--- src/rtl/data_ram_be_if.sv ---
// Request/response bundle for the byte-enable data RAM.
// The master drives requests and the slave returns read data, status and error pulses.
interface data_ram_be_if #(
    parameter int DATA_W = 32,
    parameter int ADDR_W = 8
);
    logic                  Mem_Req;
    logic                  Mem_Write;
    logic [ADDR_W-1:0]     Mem_Addr;
    logic [DATA_W/8-1:0]   Mem_BE;
    logic [DATA_W-1:0]     M_W_Data;
    logic [DATA_W-1:0]     M_R_Data;
    logic                  M_R_Valid;
    logic                  Mem_Ready;
    logic                  Mem_Err;

    modport master (
        output Mem_Req, Mem_Write, Mem_Addr, Mem_BE, M_W_Data,
        input  M_R_Data, M_R_Valid, Mem_Ready, Mem_Err
    );

    modport slave (
        input  Mem_Req, Mem_Write, Mem_Addr, Mem_BE, M_W_Data,
        output M_R_Data, M_R_Valid, Mem_Ready, Mem_Err
    );
endinterface

--- src/rtl/data_ram_be.sv ---
// Word RAM with byte-lane writes that zeroes itself after every reset before accepting requests.
// Latency: reads return one cycle after the request edge; writes take effect on the request edge.
// Backpressure: none in RUN (one operation per cycle); Mem_Ready stays low during the DEPTH-cycle clear.
module data_ram_be #(
    parameter int DATA_W = 32,
    parameter int DEPTH  = 64,
    parameter int ADDR_W = 8
) (
    input  logic          clk,
    input  logic          rst_n,
    data_ram_be_if.slave  bus
);
    localparam int BE_W  = DATA_W / 8;
    localparam int OFS   = $clog2(BE_W);
    localparam int IDX_W = ADDR_W - OFS;
    localparam int CNT_W = $clog2(DEPTH);

    typedef enum logic {INIT, RUN} state_t;

    state_t              state;
    logic [CNT_W-1:0]    init_idx;
    logic [DATA_W-1:0]   mem [DEPTH];

    logic [IDX_W-1:0]    word_idx;
    logic [CNT_W-1:0]    mem_idx;
    logic                legal;
    logic                accept;

    assign word_idx = bus.Mem_Addr[ADDR_W-1:OFS];
    assign mem_idx  = word_idx[CNT_W-1:0];
    // Extra top bit keeps the range test exact when DEPTH fills the whole index space.
    assign legal    = (bus.Mem_Addr[OFS-1:0] == '0) &&
                      ({1'b0, word_idx} < (IDX_W+1)'(DEPTH));
    assign accept   = (state == RUN) && bus.Mem_Req;

    // Array has no reset: contents are zeroed only by the INIT sweep.
    always_ff @(posedge clk) begin
        if (state == INIT) begin
            mem[init_idx] <= '0;
        end else if (accept && bus.Mem_Write && legal) begin
            for (int i = 0; i < BE_W; i++) begin
                if (bus.Mem_BE[i]) begin
                    mem[mem_idx][8*i +: 8] <= bus.M_W_Data[8*i +: 8];
                end
            end
        end
    end

    always_ff @(posedge clk or negedge rst_n) begin
        if (!rst_n) begin
            state         <= INIT;
            init_idx      <= '0;
            bus.M_R_Data  <= '0;
            bus.M_R_Valid <= 1'b0;
            bus.Mem_Ready <= 1'b0;
            bus.Mem_Err   <= 1'b0;
        end else begin
            bus.M_R_Valid <= 1'b0;
            bus.Mem_Err   <= 1'b0;
            case (state)
                INIT: begin
                    if (init_idx == CNT_W'(DEPTH - 1)) begin
                        state         <= RUN;
                        bus.Mem_Ready <= 1'b1;
                    end else begin
                        init_idx <= init_idx + CNT_W'(1);
                    end
                end
                RUN: begin
                    if (bus.Mem_Req) begin
                        bus.Mem_Err <= !legal;
                        if (!bus.Mem_Write) begin
                            bus.M_R_Valid <= 1'b1;
                            bus.M_R_Data  <= legal ? mem[mem_idx] : '0;
                        end
                    end
                end
                default: state <= INIT;
            endcase
        end
    end
endmodule

--- src/flat_wrapper.sv ---
// flat-port wrapper written by rule: the top's interface ports become plain ports
module data_ram_be_flat 
#(
    parameter int DATA_W = 32,
    parameter int DEPTH  = 64,
    parameter int ADDR_W = 8
)
  (clk, rst_n, bus_Mem_Req, bus_Mem_Write, bus_Mem_Addr, bus_Mem_BE, bus_M_W_Data, bus_M_R_Data, bus_M_R_Valid, bus_Mem_Ready, bus_Mem_Err);
  data_ram_be_if #(.DATA_W(DATA_W), .ADDR_W(ADDR_W)) bus_i ();
  input  logic clk;
  input  logic rst_n;
  input wire logic [$bits(bus_i.Mem_Req)-1:0] bus_Mem_Req;
  input wire logic [$bits(bus_i.Mem_Write)-1:0] bus_Mem_Write;
  input wire logic [$bits(bus_i.Mem_Addr)-1:0] bus_Mem_Addr;
  input wire logic [$bits(bus_i.Mem_BE)-1:0] bus_Mem_BE;
  input wire logic [$bits(bus_i.M_W_Data)-1:0] bus_M_W_Data;
  output wire logic [$bits(bus_i.M_R_Data)-1:0] bus_M_R_Data;
  output wire logic [$bits(bus_i.M_R_Valid)-1:0] bus_M_R_Valid;
  output wire logic [$bits(bus_i.Mem_Ready)-1:0] bus_Mem_Ready;
  output wire logic [$bits(bus_i.Mem_Err)-1:0] bus_Mem_Err;
  assign bus_i.Mem_Req = bus_Mem_Req;
  assign bus_i.Mem_Write = bus_Mem_Write;
  assign bus_i.Mem_Addr = bus_Mem_Addr;
  assign bus_i.Mem_BE = bus_Mem_BE;
  assign bus_i.M_W_Data = bus_M_W_Data;
  assign bus_M_R_Data = bus_i.M_R_Data;
  assign bus_M_R_Valid = bus_i.M_R_Valid;
  assign bus_Mem_Ready = bus_i.Mem_Ready;
  assign bus_Mem_Err = bus_i.Mem_Err;
  data_ram_be #(.DATA_W(DATA_W), .DEPTH(DEPTH), .ADDR_W(ADDR_W)) u_core (.clk(clk), .rst_n(rst_n), .bus(bus_i));
endmodule
--- config.mk ---
export PLATFORM = sky130hd
export DESIGN_NAME = data_ram_be_flat
export DESIGN_NICKNAME = d
export VERILOG_FILES = /design/src/rtl/data_ram_be_if.sv /design/src/rtl/data_ram_be.sv /design/src/flat_wrapper.sv
export SDC_FILE = /design/constraint.sdc
export NUM_CORES = 2
export LEC_CHECK = 0
export BUFFER_PORTS_ARGS = -buffer_cell sky130_fd_sc_hd__buf_2
export CAP_MARGIN = 0
export CORE_ASPECT_RATIO = 0.9
export CORE_UTILIZATION = 63
export CTS_CLUSTER_SIZE = 30
export DETAILED_ROUTE_END_ITERATION = 8
export HOLD_SLACK_MARGIN = 0.06
export PLACE_DENSITY = 0.81
export SETUP_SLACK_MARGIN = 0.2
export SYNTH_ARGS = -nofsm -noshare
export SYNTH_HDL_FRONTEND = slang
export SYNTH_SLANG_ARGS = --single-unit
--- constraint.sdc ---
create_clock -name clk -period 3.44 [get_ports clk]
set_input_delay 0.516 -clock clk [delete_from_list [all_inputs] [get_ports clk]]
set_output_delay 0.516 -clock clk [all_outputs]
set_load 0.005 [all_outputs]
==> run_results.csv <==
group,metric,value,unit
status,outcome,"finished clean",
clock_tree,clock_path_buffers,3,
logic_synthesis,synthFlopType,"edfxtp_1",
route,met1_length,74.1,mm
timing,max_slew_margin,0.288,
worst_setup_path,crit_required,3.94,ns
place,dp_hpwl,130,mm
route,first_pass_iters,6,
clock_tree,postCtsHoldBufs,2,
die,core_area,128000,µm²
hold_path,min_path_type,"input pin to flop",
power_and_ir_drop,pwr-share-comb,0.025,
global_routing,grt_start_max_net_pins,65,
logic_synthesis,yosys.area.top_type,"edfxtp_1",
logic_synthesis,synthesis.nets,3912,
logic_synthesis,synth_seq_cells,2090,
timing,rsz0062_at_grt,"false",
logic_synthesis,synth_edf_count,2048,
die,fp.dieArea,130000,µm²
global_routing,first_global_vias,44500,
clock_tree,cts_sinks,2090,
logic_synthesis,ys_top_cells_by_area,"edfxtp_1 76%, mux4_2 13%, mux2i_1 2.4%",
clock_tree,worstSkewPairLatency,0.84,ns
global_routing,antenna_found_initial,9,
timing,maxSlewViolCount,0,
route,via_per_inst,6.97,
route,highest_layer,"met5",
worst_setup_path,worstPathMaxFanout,17,
worst_setup_path,cp-end-kind,"flop",
timing,hold_viol,0,
route,wl_met3,28.4,mm
power_and_ir_drop,clockPowerShare,0.417,
power_and_ir_drop,p_seq_frac,0.558,
worst_setup_path,crit_type,"flop to flop",
route,routed_wirelength,214,mm
route,vias,44200,
route,drc,0,
layout,drive_above_1_share,0.320,
die,start_util,0.637,
layout,fillers,6682,
die,rows,124,
layout,final_util,0.735,
logic_synthesis,async_flop_share,0.0201,
layout,nNetsFinal,4529,
timing,whs,0.135,ns
clock_tree,postCtsResizedCells,0,
logic_synthesis,ys_seq_area_frac,0.770,
worst_setup_path,start_kind,"flop",
clock_tree,post_cts.repair.setup_buffers,0,
logic_synthesis,syn_inst,3863,
power_and_ir_drop,ir_drop,0.545,mV
route,wl_met2,102,mm
die,die_y,343,µm
route,ant_nets,0,
logic_synthesis,netlist_area,81300,µm²
place,place_congestion,0.873,
layout,multiInputGateArea,17700,µm²
timing,max_freq,326,MHz
clock_tree,cts_tree,"yes",
logic_synthesis,synth_cell_type_count,53,
die,pin_count,83,
clock_tree,h-tree-depth,4,
timing,min_period,3.06,ns
power_and_ir_drop,switchingPower,9850,µW
die,die_width,381,µm
logic_synthesis,synth_top_area_share,0.757,
worst_setup_path,worstPathArrival,3.57,ns
power_and_ir_drop,power_density,526,nW/µm²
clock_tree,clk_pin_slew,0.06,ns
timing,finalSetupViolCount,0,
worst_setup_path,rrSetupSlack,0.38,ns
place,portBuffers,82,
run,max_cap_viol_count,0,
route,wl_per_cell,33.8,µm
layout,synthToLayoutAreaGrowth,15.4,%
clock_tree,root_buffer,"clkbuf_16",
global_routing,gr-total-overflow,0,
timing,finClkSkew,0.0516,ns
global_routing,grtUsageTotal,0.333,
layout,regArea,62600,µm²
logic_synthesis,avgSynthCellArea,21.0,µm²
power_and_ir_drop,power_leakage,0.0263,µW
power_and_ir_drop,swShare,0.200,
timing,period_share,0.890,
clock_tree,cts_buffers,191,
logic_synthesis,yosysWarnings,0,
timing,tightest_slew,1.05,ns
power_and_ir_drop,intPower,39500,µW
global_routing,grt_pass1_wl,308,mm
route,dr.first_iter.drc_count,7080,
-- cell usage in the layout (no fill, tap or decap), types with 9 or more instances in the layout --
cell,count
o211ai_1,10
o22ai_1,43
nand3_1,24
nor2b_1,13
mux2_2,70
and3_1,21
mux4_2,461
nor2_1,284
o21ai_0,13
edfxtp_1,2048
clkbuf_16,194
buf_12,59
dfrtp_1,42
bufinv_16,13
a211oi_1,14
o311ai_0,9
nand2b_1,9
clkinv_1,36
buf_2,78
mux2i_1,194
clkbuf_1,55
a22oi_1,93
buf_4,501
nand2_1,121
a221oi_1,20
a21oi_1,13
clkbuf_8,9
and2_2,32
clkinv_2,35
-- Yosys cell counts (5+ instances only) --
library cell and instances:
nand3_1 24, buf_4 38, nor2_1 286, a2111oi_0 8, buf_1 28, o22ai_1 43
and2_1 34, buf_2 64, mux2i_1 194, o211ai_1 10, a31oi_1 5, inv_1 6
or4_1 5, a221oi_1 20, a22oi_1 93, a22o_1 8, buf_6 10, edfxtp_1 2048
o311ai_0 9, a211oi_1 14, mux4_2 461, o21ai_0 13, nand2_1 121, o41ai_1 7
clkbuf_1 79, a21oi_1 13, dfrtp_1 42, nor2b_1 17, mux2_2 70, a211o_1 8
o21ai_1 7, nor3_1 7, nand4_1 5, and3_1 21, nand2b_1 9
-- layout make-up --
| cell class | instances | area share |
|---|---|---|
| Antenna cell | 4 | 0.000107 |
| Clock buffer | 257 | 0.0551 |
| Clock inverter | 94 | 0.00859 |
| Inverter | 7 | 0.000280 |
| Multi-Input combinational cell | 1547 | 0.189 |
| Sequential cell | 2090 | 0.667 |
| Tap cell | 1701 | 0.0227 |
| Timing Repair Buffer | 643 | 0.0575 |
-- routing by layer --
metal / global-route usage / vias up
li1: - / 17200
met1: 0.447 / 22700
met2: 0.520 / 3639
met3: 0.0954 / 637
met4: 0.146 / 14
met5: 0 / -
-- power groups by stage --
stage	sequential (µW)	combinational, µW	clock [µW]
finish	27500	1230	20600
global route	27500	1260	21600
floorplan	28100	753	0
CTS	27500	1210	20600
global placement	28100	1180	0
detailed placement	28100	1190	0
-- path summary, 6_finish.rpt --
| path | cells after the start | to | start |
|---|---|---|---|
| min in group asynchronous | 2 | u_core.bus.M_R_Data[11] | rst_n |
| max reg2reg | 8 | u_core.mem[29][5] | u_core.state |
| min reg2reg | 1 | u_core.bus.Mem_Ready | u_core.bus.Mem_Ready |
| max | 8 | u_core.mem[29][5] | u_core.state |
| max in group asynchronous | 3 | u_core.bus.M_R_Data[25] | rst_n |
| min | 3 | u_core.bus.M_R_Valid | bus_Mem_Write |
-- through the flow --
stage / power [µW] / setup TNS [ns] / cells / cell area [µm²] / worst slack [ns]
detailed placement: 29200 / 0 / 5986 / 87800 / 0.0271
CTS: 49400 / 0 / 6339 / 93800 / 0.464
global placement: 29200 / -0.776 / 5986 / 87800 / -0.421
floorplan: 28800 / 0 / 3863 / 81300 / 0.368
global route: 50300 / 0 / 6339 / 93800 / 0.379
finish: 49300 / 0 / 6343 / 93800 / 0.377
-- worst max-delay path, cell delays in order, from the launching register on --
cell	delay, ns
dfrtp_1	0.45
nand3_1	0.19
nor3_4	0.40
buf_12	0.24
mux2i_1	0.65
nand2_1	0.12
buf_4	0.23
nor2_1	0.22
buf_4	0.21
-- cell families after synthesis --
group                      count (synthesis)  synth area share
xor gates and xnor gates                   4          0.000431
muxes                                    728             0.162
adders and majority gates                  1          0.000154
AOI/OAI and AO/OA                        261            0.0233
and+or+nand+nor                          553            0.0301
buffers and inverters                    226            0.0141
DFF                                     2090             0.770
-- sequential cells by signal, indices dropped and copies added, names as in the netlist --
register / flops
u_core.bus.M_R_Data: 32
u_core.bus.M_R_Valid: 1
u_core.bus.Mem_Err: 1
u_core.bus.Mem_Ready: 1
u_core.init_idx: 6
u_core.mem: 2048
u_core.state: 1
Power figures use the tool's default switching activity.
